$ cat config.mk
export PLATFORM = sky130hd
export DESIGN_NAME = ifft_radix2_16_serial
export DESIGN_NICKNAME = d
export VERILOG_FILES = /design/src/rtl/ifft16_pkg.sv /design/src/rtl/ifft_butterfly.sv /design/src/rtl/ifft_radix2_16_serial.sv
export SDC_FILE = /design/constraint.sdc
export NUM_CORES = 2
export LEC_CHECK = 0
export BUFFER_PORTS_ARGS = -buffer_cell sky130_fd_sc_hd__buf_4
export CORE_MARGIN = 2
export CORE_UTILIZATION = 30
export CTS_CLUSTER_SIZE = 8
export DETAILED_ROUTE_END_ITERATION = 8
export PLACE_DENSITY = 0.56
export SYNTH_ARGS = -nofsm -noshare
export SYNTH_HDL_FRONTEND = slang
export SYNTH_HIERARCHICAL = 1
export SYNTH_SLANG_ARGS = --single-unit
$ cat constraint.sdc
create_clock -name clk -period 17.75 [get_ports clk]
set_input_delay 2.6625 -clock clk [delete_from_list [all_inputs] [get_ports clk]]
set_output_delay 2.6625 -clock clk [all_outputs]
set_load 0.1 [all_outputs]
$ cat src/rtl/ifft16_pkg.sv
// rtl/ifft16_pkg.sv - shared constants, twiddle table, state type and helpers for the 16-point serial IFFT
package ifft16_pkg;

  localparam int DW    = 16;
  localparam int TW    = 16;
  localparam int N     = 16;
  localparam int LOG2N = 4;

  // Inverse-direction twiddles W = cos + j*sin, Q1.14
  localparam logic signed [TW-1:0] TW_COS [8] = '{
    16'sd16384, 16'sd15137, 16'sd11585, 16'sd6270,
    16'sd0, -16'sd6270, -16'sd11585, -16'sd15137
  };
  localparam logic signed [TW-1:0] TW_SIN [8] = '{
    16'sd0, 16'sd6270, 16'sd11585, 16'sd15137,
    16'sd16384, 16'sd15137, 16'sd11585, 16'sd6270
  };

  typedef enum logic [1:0] {
    LOAD,
    COMPUTE,
    UNLOAD
  } state_t;

  function automatic logic [3:0] bitrev4(input logic [3:0] k);
    return {k[0], k[1], k[2], k[3]};
  endfunction

endpackage

$ cat src/rtl/ifft_butterfly.sv
// rtl/ifft_butterfly.sv - combinational radix-2 DIT butterfly with rounding, halving and saturation
module ifft_butterfly
  import ifft16_pkg::*;
(
  input  logic signed [DW-1:0] a_re,
  input  logic signed [DW-1:0] a_im,
  input  logic signed [DW-1:0] b_re,
  input  logic signed [DW-1:0] b_im,
  input  logic signed [TW-1:0] w_re,
  input  logic signed [TW-1:0] w_im,
  output logic signed [DW-1:0] x_re,
  output logic signed [DW-1:0] x_im,
  output logic signed [DW-1:0] y_re,
  output logic signed [DW-1:0] y_im
);

  localparam int PW   = 34;
  localparam int SW   = 35;
  localparam int FRAC = TW - 2;

  localparam logic signed [PW-1:0] RND  = PW'(1) <<< (FRAC - 1);
  localparam logic signed [SW-1:0] MAXV = 35'sd32767;
  localparam logic signed [SW-1:0] MINV = -35'sd32768;

  function automatic logic signed [DW-1:0] sat(input logic signed [SW-1:0] v);
    if (v > MAXV) return 16'sh7fff;
    if (v < MINV) return 16'sh8000;
    return v[DW-1:0];
  endfunction

  logic signed [PW-1:0] br_x, bi_x, wr_x, wi_x, p_re, p_im;
  logic signed [SW-1:0] ar_x, ai_x, s_re, s_im, d_re, d_im;

  always_comb begin
    br_x = PW'(b_re);
    bi_x = PW'(b_im);
    wr_x = PW'(w_re);
    wi_x = PW'(w_im);
    p_re = (br_x * wr_x - bi_x * wi_x + RND) >>> FRAC;
    p_im = (br_x * wi_x + bi_x * wr_x + RND) >>> FRAC;
    ar_x = SW'(a_re);
    ai_x = SW'(a_im);
    // the per-stage halving supplies the 1/N scaling over four stages
    s_re = (ar_x + SW'(p_re)) >>> 1;
    s_im = (ai_x + SW'(p_im)) >>> 1;
    d_re = (ar_x - SW'(p_re)) >>> 1;
    d_im = (ai_x - SW'(p_im)) >>> 1;
    x_re = sat(s_re);
    x_im = sat(s_im);
    y_re = sat(d_re);
    y_im = sat(d_im);
  end

endmodule

$ cat src/rtl/ifft_radix2_16_serial.sv
// rtl/ifft_radix2_16_serial.sv - serial-in/serial-out 16-point radix-2 DIT inverse FFT, one butterfly per cycle
module ifft_radix2_16_serial
  import ifft16_pkg::*;
(
  input  logic                 clk,
  input  logic                 rst,
  input  logic                 in_valid,
  output logic                 in_ready,
  input  logic signed [DW-1:0] in_real,
  input  logic signed [DW-1:0] in_imag,
  output logic                 out_valid,
  input  logic                 out_ready,
  output logic signed [DW-1:0] out_real,
  output logic signed [DW-1:0] out_imag,
  output logic                 out_last,
  output logic                 busy
);

  localparam logic [LOG2N:0] LAST_BIN = (LOG2N + 1)'(N - 1);
  localparam logic [LOG2N:0] LAST_BFY = (LOG2N + 1)'((N / 2) * LOG2N - 1);

  state_t         state, state_nxt;
  logic [LOG2N:0] cnt, cnt_nxt;
  logic           load_we, bf_we;

  logic signed [DW-1:0] rf_re [N];
  logic signed [DW-1:0] rf_im [N];

  logic [1:0] stage;
  logic [2:0] j;
  logic [3:0] addr_a, addr_b;
  logic [2:0] tw_idx;
  logic signed [DW-1:0] x_re, x_im, y_re, y_im;

  assign stage = cnt[4:3];
  assign j     = cnt[2:0];

  // a is j with a zero bit inserted at position s; t = pos * (8 >> s)
  always_comb begin
    addr_a = '0;
    tw_idx = '0;
    unique case (stage)
      2'd0: begin addr_a = {j, 1'b0};              tw_idx = 3'd0;            end
      2'd1: begin addr_a = {j[2:1], 1'b0, j[0]};   tw_idx = {j[0], 2'b00};   end
      2'd2: begin addr_a = {j[2], 1'b0, j[1:0]};   tw_idx = {j[1:0], 1'b0};  end
      default: begin addr_a = {1'b0, j};           tw_idx = j;               end
    endcase
  end

  assign addr_b = addr_a | (4'd1 << stage);

  ifft_butterfly u_bfly (
    .a_re (rf_re[addr_a]),
    .a_im (rf_im[addr_a]),
    .b_re (rf_re[addr_b]),
    .b_im (rf_im[addr_b]),
    .w_re (TW_COS[tw_idx]),
    .w_im (TW_SIN[tw_idx]),
    .x_re (x_re),
    .x_im (x_im),
    .y_re (y_re),
    .y_im (y_im)
  );

  always_comb begin
    state_nxt = state;
    cnt_nxt   = cnt;
    in_ready  = 1'b0;
    out_valid = 1'b0;
    busy      = 1'b0;
    load_we   = 1'b0;
    bf_we     = 1'b0;
    unique case (state)
      LOAD: begin
        in_ready = rst;
        if (in_valid && in_ready) begin
          load_we = 1'b1;
          cnt_nxt = cnt + 1'b1;
          if (cnt == LAST_BIN) begin
            state_nxt = COMPUTE;
            cnt_nxt   = '0;
          end
        end
      end
      COMPUTE: begin
        busy    = 1'b1;
        bf_we   = 1'b1;
        cnt_nxt = cnt + 1'b1;
        if (cnt == LAST_BFY) begin
          state_nxt = UNLOAD;
          cnt_nxt   = '0;
        end
      end
      default: begin
        busy      = 1'b1;
        out_valid = 1'b1;
        if (out_ready) begin
          cnt_nxt = cnt + 1'b1;
          if (cnt == LAST_BIN) begin
            state_nxt = LOAD;
            cnt_nxt   = '0;
          end
        end
      end
    endcase
  end

  assign out_last = out_valid && (cnt[3:0] == 4'd15);
  assign out_real = out_valid ? rf_re[cnt[3:0]] : '0;
  assign out_imag = out_valid ? rf_im[cnt[3:0]] : '0;

  always_ff @(posedge clk) begin
    if (!rst) begin
      state <= LOAD;
      cnt   <= '0;
    end else begin
      state <= state_nxt;
      cnt   <= cnt_nxt;
    end
  end

  // storage contents are don't-care after reset, so the file carries no reset
  always_ff @(posedge clk) begin
    if (load_we) begin
      rf_re[bitrev4(cnt[3:0])] <= in_real;
      rf_im[bitrev4(cnt[3:0])] <= in_imag;
    end
    if (bf_we) begin
      rf_re[addr_a] <= x_re;
      rf_im[addr_a] <= x_im;
      rf_re[addr_b] <= y_re;
      rf_im[addr_b] <= y_im;
    end
  end

endmodule

==> metrics.md <==
| Metric | Value |
|---|---|
| Vias per cell | 5.63 |
| Worst Path Max Fanout | 54 |
| 1st-pass router iterations | 9 |
| Slowest CP cell | mux2i_2 |
| Fmax | 0.0615 GHz |
| Vias in the first global route | 71,100 |
| Clock transition at path regs | 0.05 ns |
| Worst Clk Skew | 0.0264 ns |
| Layout cells sized above 1 | 8.20% |
| Number of H-tree levels | 3 |
| Leakage | 0.0374 uW |
| # resized after CTS | 0 |
| Total GRT Usage | 22.3% |
| Setup crit end kind | register |
| Wire length per cell | 25.3 um |
| CTS Buffer Depth | 3 |
| Critical path's most frequent cell | fa_1 |
| Die width | 528 um |
| DRT Wirelength | 314 mm |
| Rows | 192 |
| Fin area | 89,200 um^2 |
| Max-slew violations | 0 |
| Setup bufs post-CTS | 0 |
| Synth area leaders | fa_1, edfxtp_1, ha_1 |
| Slew @ Worst Pin | 1.39 ns |
| CTS tree | built |
| Endpoints failing hold | 0 |
| Skew-Pair Late Insertion Delay | 0.66 ns |
| GRT busiest layer | met2 |
| Filler Cell Count | 27,800 |
| Mean post-synth cell area | 9.08 um^2 |
| Clock Sinks | 523 |
| Clk root buf | clkbuf_16 |
| Unrepaired setup endpoints after global routing | no |
| CP Class | reg2reg |
| Via count | 69,800 |
| Fin crit share | 91.7% |
| Top_reg_cell synth | edfxtp_1 |
| Final antenna-violating net count | 0 |
| Netlist Area Pre-Place | 82,300 um^2 |
| Worst hold path class | reg2reg |
| Status | complete, but fails checks |
| Pwr Density | 81.9 nW/um^2 |
| GR Layer Usage met1 | 27.6% |
| Remaining DRCs | 3 |
| RePlAce Congestion | 0.924 |
| Failing checks | DRC |
| #FFs+latches synth | 523 |
| Max-cap violations | 0 |
| Instance count of the mapped netlist | 9,063 |
| Worst vdd ir | 0.118 mV |
| Area grow syn2layout | 8.47% |
| Most area-hungry cell type in the Yosys netlist | fa_1 |
| Dpl cell area | 87,200 um^2 |
| Arrival time worst endpoint | 16.62 ns |
| I/O Buffers | 71 |
| Hpwl dp | 216 mm |
| Layout Nets | 10,400 |
| Worst Setup Start Kind | register |
| Hold-fix buffers, CTS | 0 |
| Total CTS buffers | 75 |
| GRT overflow | 0 |
| Final setup viols | 0 |
| Core Footprint | 273,000 um^2 |
| Met3 GRT Util | 4.99% |
| Antenna violations before repair | 15 |
| Largest stage delay on the critical path | 1.05 ns |
| Worst path bufs/invs | 8 |
| FF-to-FF setup slack | 1.48 ns |
| Initial core utilization | 30.1% |
| Ports | 72 |
| TNS Setup | 0 ns |
| Die height | 528 um |
| Fin crit period | 16.27 ns |
| First-pass GRT wire length | 467 mm |
| Largest net degree at the start of global routing | 126 |
| Synth Warn # | 6 |
| Distinct cells, synth | 98 |
| Max-slew headroom | 5.73% |
| CP top delay family | adder cells |
| Met2 Resource Use GR | 35.9% |
| Share of the synthesized area in the top cell type | 27.3% |
| Register area share after synthesis | 19.0% |
| Asr flop ratio synth | 0% |
| Initial drt markers | 8,580 |
| Die area | 278,000 um^2 |
| EDFF count, synth | 512 |
| Critical Path RT | 18.10 ns |
==> worst min-delay path, cell delays in order (launching register included) <==
cell,delay [ns]
dfxtp_1,0.42
a21oi_1,0.18
a311oi_1,0.06
==> layout make-up <==
cell class              count  area (um^2)  share of cell area, %
diodes                      8         20.0                 0.0224
clock buffers              90         1980                   2.21
clock inverters             4         25.0                 0.0280
inverters                1414         5310                   5.95
multi-input cells        6446        59300                   66.5
flip-flops and latches    523        15600                   17.5
well taps                3589         4490                   5.03
repair buffers            320         2460                   2.76
==> Yosys cell counts (46+ instances only) <==
cell type,instances
mux4_2,160
mux2i_1,105
o21ai_0,213
a211oi_1,97
inv_1,1411
buf_1,46
nor2b_1,52
a21o_1,95
edfxtp_1,512
a22oi_1,52
nand3_1,126
fa_1,1121
nand2b_1,82
buf_2,229
o22ai_1,88
a22o_1,80
and2_1,436
ha_1,463
nor2_1,704
clkbuf_1,385
a221oi_1,99
nand2_1,961
a21oi_1,727
xor2_1,58
xnor2_1,138
==> cells in the final DEF (no fill, tap or decap), types with 138 or more instances in the layout <==
master and n:
a21oi_1 726, and2_1 435, buf_4 315, edfxtp_1 512, fa_1 1121, ha_1 463, inv_1 1409, mux4_2 160
nand2_1 951, nor2_1 700, o21ai_0 190, xnor2_1 138
==> sequential cells by signal, indices dropped and copies added (netlist names), named ones only <==
name and count:
rf_im 256, rf_re 256, state 2, cnt 5
==> routing by layer <==
| layer | part of all wire, % | up-vias |
|---|---|---|
| met5 | 0.024 | - |
| met4 | 6.3 | 12 |
| met3 | 11 | 1068 |
| met2 | 46 | 4439 |
| met1 | 37 | 34800 |
| li1 | - | 29500 |
==> power breakdown <==
| group | total (uW) | internal [uW] | switching [uW] | leakage (uW) |
|---|---|---|---|---|
| Clock | 1340 | 769 | 566 | 0.000976 |
| Sequential | 1380 | 1360 | 15.2 | 0.00471 |
| Combinational | 4600 | 1440 | 3160 | 0.0317 |
==> per-stage QoR <==
step / worst slack [ns] / hold slack (ns) / utilization, % / total power, uW / cells
after global placement: 1.87 / 0.673 / 31.9 / 5780 / 12300
final: 1.48 / 0.706 / 32.7 / 7310 / 12400
after floorplan: 5.17 / 0.533 / - / 4290 / 9069
after global routing: 1.14 / 0.708 / 32.7 / 7620 / 12400
after CTS: 1.65 / 0.705 / 32.7 / 7150 / 12400
after detailed placement: 1.80 / 0.688 / 31.9 / 5810 / 12300
==> path summary, 6_finish.rpt <==
path | end | startpoint | cells after the start
setup / recovery | rf_im[12][4] | cnt[0] | 40
hold reg to reg | state[0] | state[0] | 2
hold / removal | state[0] | state[0] | 2
setup reg to reg | rf_im[12][4] | cnt[0] | 40
==> cells by family (layout without fill, tap and decap cells) <==
kind of cell             count (synthesis)  in the layout  share of synthesized area (%)
AO/OA/AOI/OAI                         1880           1880                           15.0
XOR/XNOR                               196            196                           2.09
adder cells (fa/ha/maj)               1584           1584                           34.3
buffers and inverters                 2100           1828                           10.1
flip-flops                             523            523                           19.0
multiplexers                           276            276                           5.81
other                                    1             15                        0.00456
AND/OR/NAND/NOR                       2503           2503                           13.8
Power figures use the tool's default switching activity.
